$ cat config.mk
export PLATFORM = sky130hd
export DESIGN_NAME = dct2_1d_seq_flat
export DESIGN_NICKNAME = d
export VERILOG_FILES = /design/src/rtl/dct2_1d_seq_if.sv /design/src/rtl/dct2_1d_seq.sv /design/src/flat_wrapper.sv
export SDC_FILE = /design/constraint.sdc
export NUM_CORES = 1
export LEC_CHECK = 0
export CAP_MARGIN = 20
export CORE_MARGIN = 2
export CORE_UTILIZATION = 45
export DETAILED_ROUTE_END_ITERATION = 8
export PLACE_DENSITY = 0.69
export SKIP_CTS_REPAIR_TIMING = 1
export SYNTH_ARGS = -nofsm -noshare
export SYNTH_HDL_FRONTEND = slang
export SYNTH_SLANG_ARGS = --single-unit
$ cat constraint.sdc
create_clock -name clk -period 3.9 [get_ports clk]
set_clock_uncertainty 0.1 [all_clocks]
set_input_delay 0.78 -clock clk [delete_from_list [all_inputs] [get_ports clk]]
set_output_delay 0.78 -clock clk [all_outputs]
set_load 0.005 [all_outputs]
$ cat src/rtl/dct2_1d_seq_if.sv
// rtl/dct2_1d_seq_if.sv - command, line-buffer, datapath and result-FIFO signals of the DCT row sequencer
interface dct2_1d_seq_if;
    logic       cmd_valid;
    logic       cmd_ready;
    logic [1:0] cmd_n;
    logic [4:0] cmd_rows_m1;
    logic       rd_en;
    logic [4:0] rd_row;
    logic       dp_valid;
    logic [1:0] dp_n;
    logic       out_valid;
    logic       out_first;
    logic       out_last;
    logic       out_pop;
    logic       busy;
    logic       done;
    logic       cred_err;

    // Environment side: offers commands and returns FIFO credits
    modport master (
        output cmd_valid, cmd_n, cmd_rows_m1, out_pop,
        input  cmd_ready, rd_en, rd_row, dp_valid, dp_n,
        input  out_valid, out_first, out_last, busy, done, cred_err
    );

    // Sequencer side
    modport slave (
        input  cmd_valid, cmd_n, cmd_rows_m1, out_pop,
        output cmd_ready, rd_en, rd_row, dp_valid, dp_n,
        output out_valid, out_first, out_last, busy, done, cred_err
    );
endinterface

$ cat src/rtl/dct2_1d_seq.sv
// rtl/dct2_1d_seq.sv - row sequencer for the 1-D DCT-II datapath (optional DCT_SEQ_BACK2BACK_EN)
module dct2_1d_seq #(
    parameter int LAT   = 4,
    parameter int DEPTH = 4
) (
    input  logic               clk,
    input  logic               rst,
    dct2_1d_seq_if.slave       bus
);
    typedef enum logic [1:0] {S_IDLE, S_RUN, S_DRAIN} state_t;

    localparam logic [5:0] CRED_MAX = 6'(DEPTH);

    state_t       r_state;
    logic [1:0]   r_n;
    logic [4:0]   r_rows_m1;
    logic [4:0]   r_cnt;
    logic [5:0]   r_credits;
    logic         r_cred_err;
    // In-flight tracking: stage 0 is the row coming back from the line buffer,
    // stage LAT is the result leaving the datapath.
    logic [LAT:0] r_pv;
    logic [LAT:0] r_pf;
    logic [LAT:0] r_pl;

    logic w_issue;
    logic w_last_issue;
    logic w_first_issue;
    logic w_pipe_busy;
    logic w_pop_ok;
    logic w_pop_over;
    logic w_cmd_ready;
    logic w_accept;

    // Issue only on registered credits, so a pop is seen one cycle later
    assign w_issue       = (r_state == S_RUN) && (r_credits != 6'd0);
    assign w_last_issue  = w_issue && (r_cnt == r_rows_m1);
    assign w_first_issue = w_issue && (r_cnt == 5'd0);
    // Everything before the last stage; a result in the last stage leaves on this edge
    assign w_pipe_busy   = |r_pv[LAT-1:0];
    assign w_pop_ok      = bus.out_pop && (r_credits != CRED_MAX);
    assign w_pop_over    = bus.out_pop && (r_credits == CRED_MAX);

`ifdef DCT_SEQ_BACK2BACK_EN
    // A same-size block may chain onto the one still in flight, starting on the
    // cycle of the previous block's final issue so reads stay contiguous.
    assign w_cmd_ready = (r_state == S_IDLE) ||
                         ((bus.cmd_n == r_n) && ((r_state == S_DRAIN) || w_last_issue));
`else
    assign w_cmd_ready = (r_state == S_IDLE);
`endif

    assign w_accept = bus.cmd_valid && w_cmd_ready;

    // Block FSM: command latch, row counter and state
    always_ff @(posedge clk) begin
        if (rst) begin
            r_state   <= S_IDLE;
            r_n       <= 2'd0;
            r_rows_m1 <= 5'd0;
            r_cnt     <= 5'd0;
        end else if (w_accept) begin
            r_state   <= S_RUN;
            r_n       <= bus.cmd_n;
            r_rows_m1 <= bus.cmd_rows_m1;
            r_cnt     <= 5'd0;
        end else begin
            case (r_state)
                S_RUN: begin
                    if (w_issue) begin
                        r_cnt <= r_cnt + 5'd1;
                        if (w_last_issue) begin
                            r_state <= S_DRAIN;
                        end
                    end
                end
                S_DRAIN: begin
                    if (!w_pipe_busy) begin
                        r_state <= S_IDLE;
                    end
                end
                default: r_state <= S_IDLE;
            endcase
        end
    end

    // Credit counter: issue consumes, pop returns, pop at full is dropped
    always_ff @(posedge clk) begin
        if (rst) begin
            r_credits <= CRED_MAX;
        end else begin
            r_credits <= r_credits - 6'(w_issue) + 6'(w_pop_ok);
        end
    end

    // Sticky flag for a pop that had no credit to return
    always_ff @(posedge clk) begin
        if (rst) begin
            r_cred_err <= 1'b0;
        end else if (w_pop_over) begin
            r_cred_err <= 1'b1;
        end
    end

    // In-flight shift register of {valid, first, last}; flushed by reset
    always_ff @(posedge clk) begin
        if (rst) begin
            r_pv <= '0;
            r_pf <= '0;
            r_pl <= '0;
        end else begin
            r_pv <= {r_pv[LAT-1:0], w_issue};
            r_pf <= {r_pf[LAT-1:0], w_first_issue};
            r_pl <= {r_pl[LAT-1:0], w_last_issue};
        end
    end

    assign bus.cmd_ready = w_cmd_ready;
    assign bus.rd_en     = w_issue;
    assign bus.rd_row    = w_issue ? r_cnt : 5'd0;
    assign bus.dp_valid  = r_pv[0];
    assign bus.dp_n      = r_n;
    assign bus.out_valid = r_pv[LAT];
    assign bus.out_first = r_pf[LAT];
    assign bus.out_last  = r_pl[LAT];
    assign bus.done      = r_pv[LAT] && r_pl[LAT];
    assign bus.busy      = (r_state != S_IDLE);
    assign bus.cred_err  = r_cred_err;

endmodule

$ cat src/flat_wrapper.sv
// flat-port wrapper written by rule: the top's interface ports become plain ports
module dct2_1d_seq_flat 
#(
    parameter int LAT   = 4,
    parameter int DEPTH = 4
)
  (clk, rst, bus_cmd_valid, bus_cmd_n, bus_cmd_rows_m1, bus_out_pop, bus_cmd_ready, bus_rd_en, bus_rd_row, bus_dp_valid, bus_dp_n, bus_out_valid, bus_out_first, bus_out_last, bus_busy, bus_done, bus_cred_err);
  dct2_1d_seq_if bus_i ();
  input  logic clk;
  input  logic rst;
  input wire logic [$bits(bus_i.cmd_valid)-1:0] bus_cmd_valid;
  input wire logic [$bits(bus_i.cmd_n)-1:0] bus_cmd_n;
  input wire logic [$bits(bus_i.cmd_rows_m1)-1:0] bus_cmd_rows_m1;
  input wire logic [$bits(bus_i.out_pop)-1:0] bus_out_pop;
  output wire logic [$bits(bus_i.cmd_ready)-1:0] bus_cmd_ready;
  output wire logic [$bits(bus_i.rd_en)-1:0] bus_rd_en;
  output wire logic [$bits(bus_i.rd_row)-1:0] bus_rd_row;
  output wire logic [$bits(bus_i.dp_valid)-1:0] bus_dp_valid;
  output wire logic [$bits(bus_i.dp_n)-1:0] bus_dp_n;
  output wire logic [$bits(bus_i.out_valid)-1:0] bus_out_valid;
  output wire logic [$bits(bus_i.out_first)-1:0] bus_out_first;
  output wire logic [$bits(bus_i.out_last)-1:0] bus_out_last;
  output wire logic [$bits(bus_i.busy)-1:0] bus_busy;
  output wire logic [$bits(bus_i.done)-1:0] bus_done;
  output wire logic [$bits(bus_i.cred_err)-1:0] bus_cred_err;
  assign bus_i.cmd_valid = bus_cmd_valid;
  assign bus_i.cmd_n = bus_cmd_n;
  assign bus_i.cmd_rows_m1 = bus_cmd_rows_m1;
  assign bus_i.out_pop = bus_out_pop;
  assign bus_cmd_ready = bus_i.cmd_ready;
  assign bus_rd_en = bus_i.rd_en;
  assign bus_rd_row = bus_i.rd_row;
  assign bus_dp_valid = bus_i.dp_valid;
  assign bus_dp_n = bus_i.dp_n;
  assign bus_out_valid = bus_i.out_valid;
  assign bus_out_first = bus_i.out_first;
  assign bus_out_last = bus_i.out_last;
  assign bus_busy = bus_i.busy;
  assign bus_done = bus_i.done;
  assign bus_cred_err = bus_i.cred_err;
  dct2_1d_seq #(.LAT(LAT), .DEPTH(DEPTH)) u_core (.clk(clk), .rst(rst), .bus(bus_i));
endmodule
==> metrics.txt <==
metal1 wirelength between 1 and 1.5 mm; sequential share of the synthesized area a little under half; critical path type reg -> out; clock share of power 22.8%; Critical Path AT 2.19 ns; I/O Pins 27; CTS buffer count 5; top-count cell post-synth dfxtp_1; synthesized area about 1600 um^2; top layer in use met4; Critical Path End Type primary output; final hold vios 0; Yosys top cell area share 45.4%; Avg Cell Area, Syn 9.40 um^2; Worst EP required between 3 and 4 ns; layout cell share with drive strength beyond 1 around 6.6%; clk_lat worst skew 0.34 ns; gpl congestion 0.834; post-synth top area cell dfxtp_1; clk sinks 36; Area Overhead vs Synth 23.0%; vias in the first global route around 1,200; P_leak between 0.7 and 0.8 nW; slew margin rel. 59.6%; CP Cell Sequence inv_1, ha_1, and4bb_1, nor2_4, and2_1, clkdlybuf4s50_1; clock root cell clkbuf_4; status completed; Max stage delay cell, worst path clkdlybuf4s50_1; vias per cell 4.97; CTS tree yes; CP peak stage delay roughly 0.5 ns; Total GRT Usage between 15 and 20%; 1st-iter DRT viols 34; Seq pwr share roughly two fifths; Synth Instances between 150 and 200; DP HPWL between 2 and 2.5 mm; Int Power roughly 0.00075 W; Initial Utilization ~47%; nets approximately 220; htree depth 2; drt pass-1 iters 4; Port-buffer cells 26; Util after Layout about three fifths; Post-Syn Nets ~190; power per cell area 573 nW/um^2; Total Die Area 4020 um^2; Synth warnings 0; Hold WC Path Type reg -> reg; Die W approximately 63 um; antenna diode count 0; Synth area leaders dfxtp_1, ha_1, nor2b_1; Slew Viols, Final 0; NetSw around 0.00037 W; Synth Register Bits 36; crit-path max FO 9; Setup violations, final 0; ANT nets after route 0; met3 wire length 165 um; Worst-Margin Slew slightly above 0.6 ns; final WL between 2 and 3 mm; Cell Rows 21; core area roughly 3400 um^2; crit path launch type flop; combinational power share around 37%; switching share of power between 30% and 40%; Netlist cell types 37; RSZ-0062 raised after global routing false; maximum operating frequency approximately 330 MHz; total grt overflow 0; met2 routed WL 1.48 mm; Final TNS setup 0 ns; largest net degree at the start of global routing 24; Die Ht ~63 um; initial antenna violation count 0; global-route wire length before repair 5.18 mm; number of remaining DRC errors 0; VDD IR max about 0.00033 V; Most used DFF post-synth dfxtp_1; Max-Cap Viols 0; Final min period around 3.1 ns; ys async rst share 0%; Final period util 78.8%; Bufs on Longest Clock Path 2; EDFF count, synth 0; most instantiated cells after synthesis dfxtp_1, nand2_1, nor2b_1; WL/cell 12.0 um; CTS clk-pin slew, worst paths approximately 0.11 ns; vias post-DR roughly 1,200
[layout make-up]
type	count	area, um^2
Timing Repair Buffer	27	268
Clock buffer	6	41.3
Multi-Input combinational cell	114	783
Tap cell	46	57.6
Inverter	13	48.8
Fill cell	318	1410
Clock inverter	2	35.0
Sequential cell	36	721
[placed cells by master, fill, tap and decap left out, drive strengths merged, types with 6 or more instances in the layout]
cell type      synthesis  layout
a21oi                 11      11
xnor2                  7       7
clkbuf                 1       6
nand2                 21      21
nor2                  12      12
ha                    10      10
dfxtp                 36      36
clkdlybuf4s50          0      26
nor2b                 14      14
inv                   13      13
[stage by stage]
stage          power, W  setup slack [ns]  hold slack (ns)  instances  area [um^2]
2_1_floorplan  0.000770              1.51            0.314        169         1590
3_3_place_gp   0.000851              1.21            0.323        236         1880
3_5_place_dp   0.000874              1.09            0.327        236         1880
4_1_cts         0.00113             0.818            0.357        244         1950
5_1_grt         0.00120             0.668            0.366        244         1950
6_report        0.00112             0.829            0.349        244         1950
[per-layer routing]
metal / up-vias / track usage, %
li1: 615 / -
met1: 557 / 18.3
met2: 35 / 29.1
met3: 5 / 4.82
met4: 0 / 7.34
met5: - / 0
[path summary, 6_finish.rpt]
path / startpoint / end / slack (ns) / cells past startpoint
max: u_core.r_credits[2]$_SDFF_PP1_ / bus_rd_row[3] / 0.83 / 6
min: u_core.r_pf[0]$_SDFF_PP0_ / u_core.r_pf[1]$_SDFF_PP0_ / 0.35 / 1
max reg2reg: u_core.r_credits[3]$_SDFF_PP0_ / u_core.r_credits[4]$_SDFF_PP0_ / 1.07 / 12
min reg2reg: u_core.r_pf[0]$_SDFF_PP0_ / u_core.r_pf[1]$_SDFF_PP0_ / 0.35 / 1
[power by group through the flow]
stage               clock network [W]  logic (W)  registers, W
floorplan                           0   0.000320      0.000450
global placement                    0   0.000397      0.000454
detailed placement                  0   0.000417      0.000456
CTS                          0.000260   0.000418      0.000448
global route                 0.000277   0.000468      0.000454
finish                       0.000255   0.000416      0.000448
[critical path, delay by kind of cell, from the launching register on]
kind,cells,cell delay [ns]
fa+ha+maj,1,0.19
buf+inv,2,0.55
flops,1,0.35
simple gates,3,0.74
[state kept, by name, indices dropped and copies added, names as in the netlist]
| signal | count |
|---|---|
| u_core.bus.cred_err | 1 |
| u_core.bus.dp_n | 2 |
| u_core.r_cnt | 5 |
| u_core.r_credits | 6 |
| u_core.r_pf | 5 |
| u_core.r_pl | 5 |
| u_core.r_pv | 5 |
| u_core.r_rows_m1 | 5 |
| u_core.r_state | 2 |
[logic make-up (layout without fill, tap and decap cells)]
logic type / after synthesis / in the layout / synth area share, %
AOI/OAI and AO/OA: 19 / 19 / 7.01
and+or+nand+nor: 72 / 72 / 26.5
buffers and inverters: 19 / 48 / 5.35
adders and majority gates: 11 / 11 / 9.13
xor gates and xnor gates: 12 / 12 / 6.61
DFF: 36 / 36 / 45.4
Note: power is estimated with default switching activity, not from simulation.
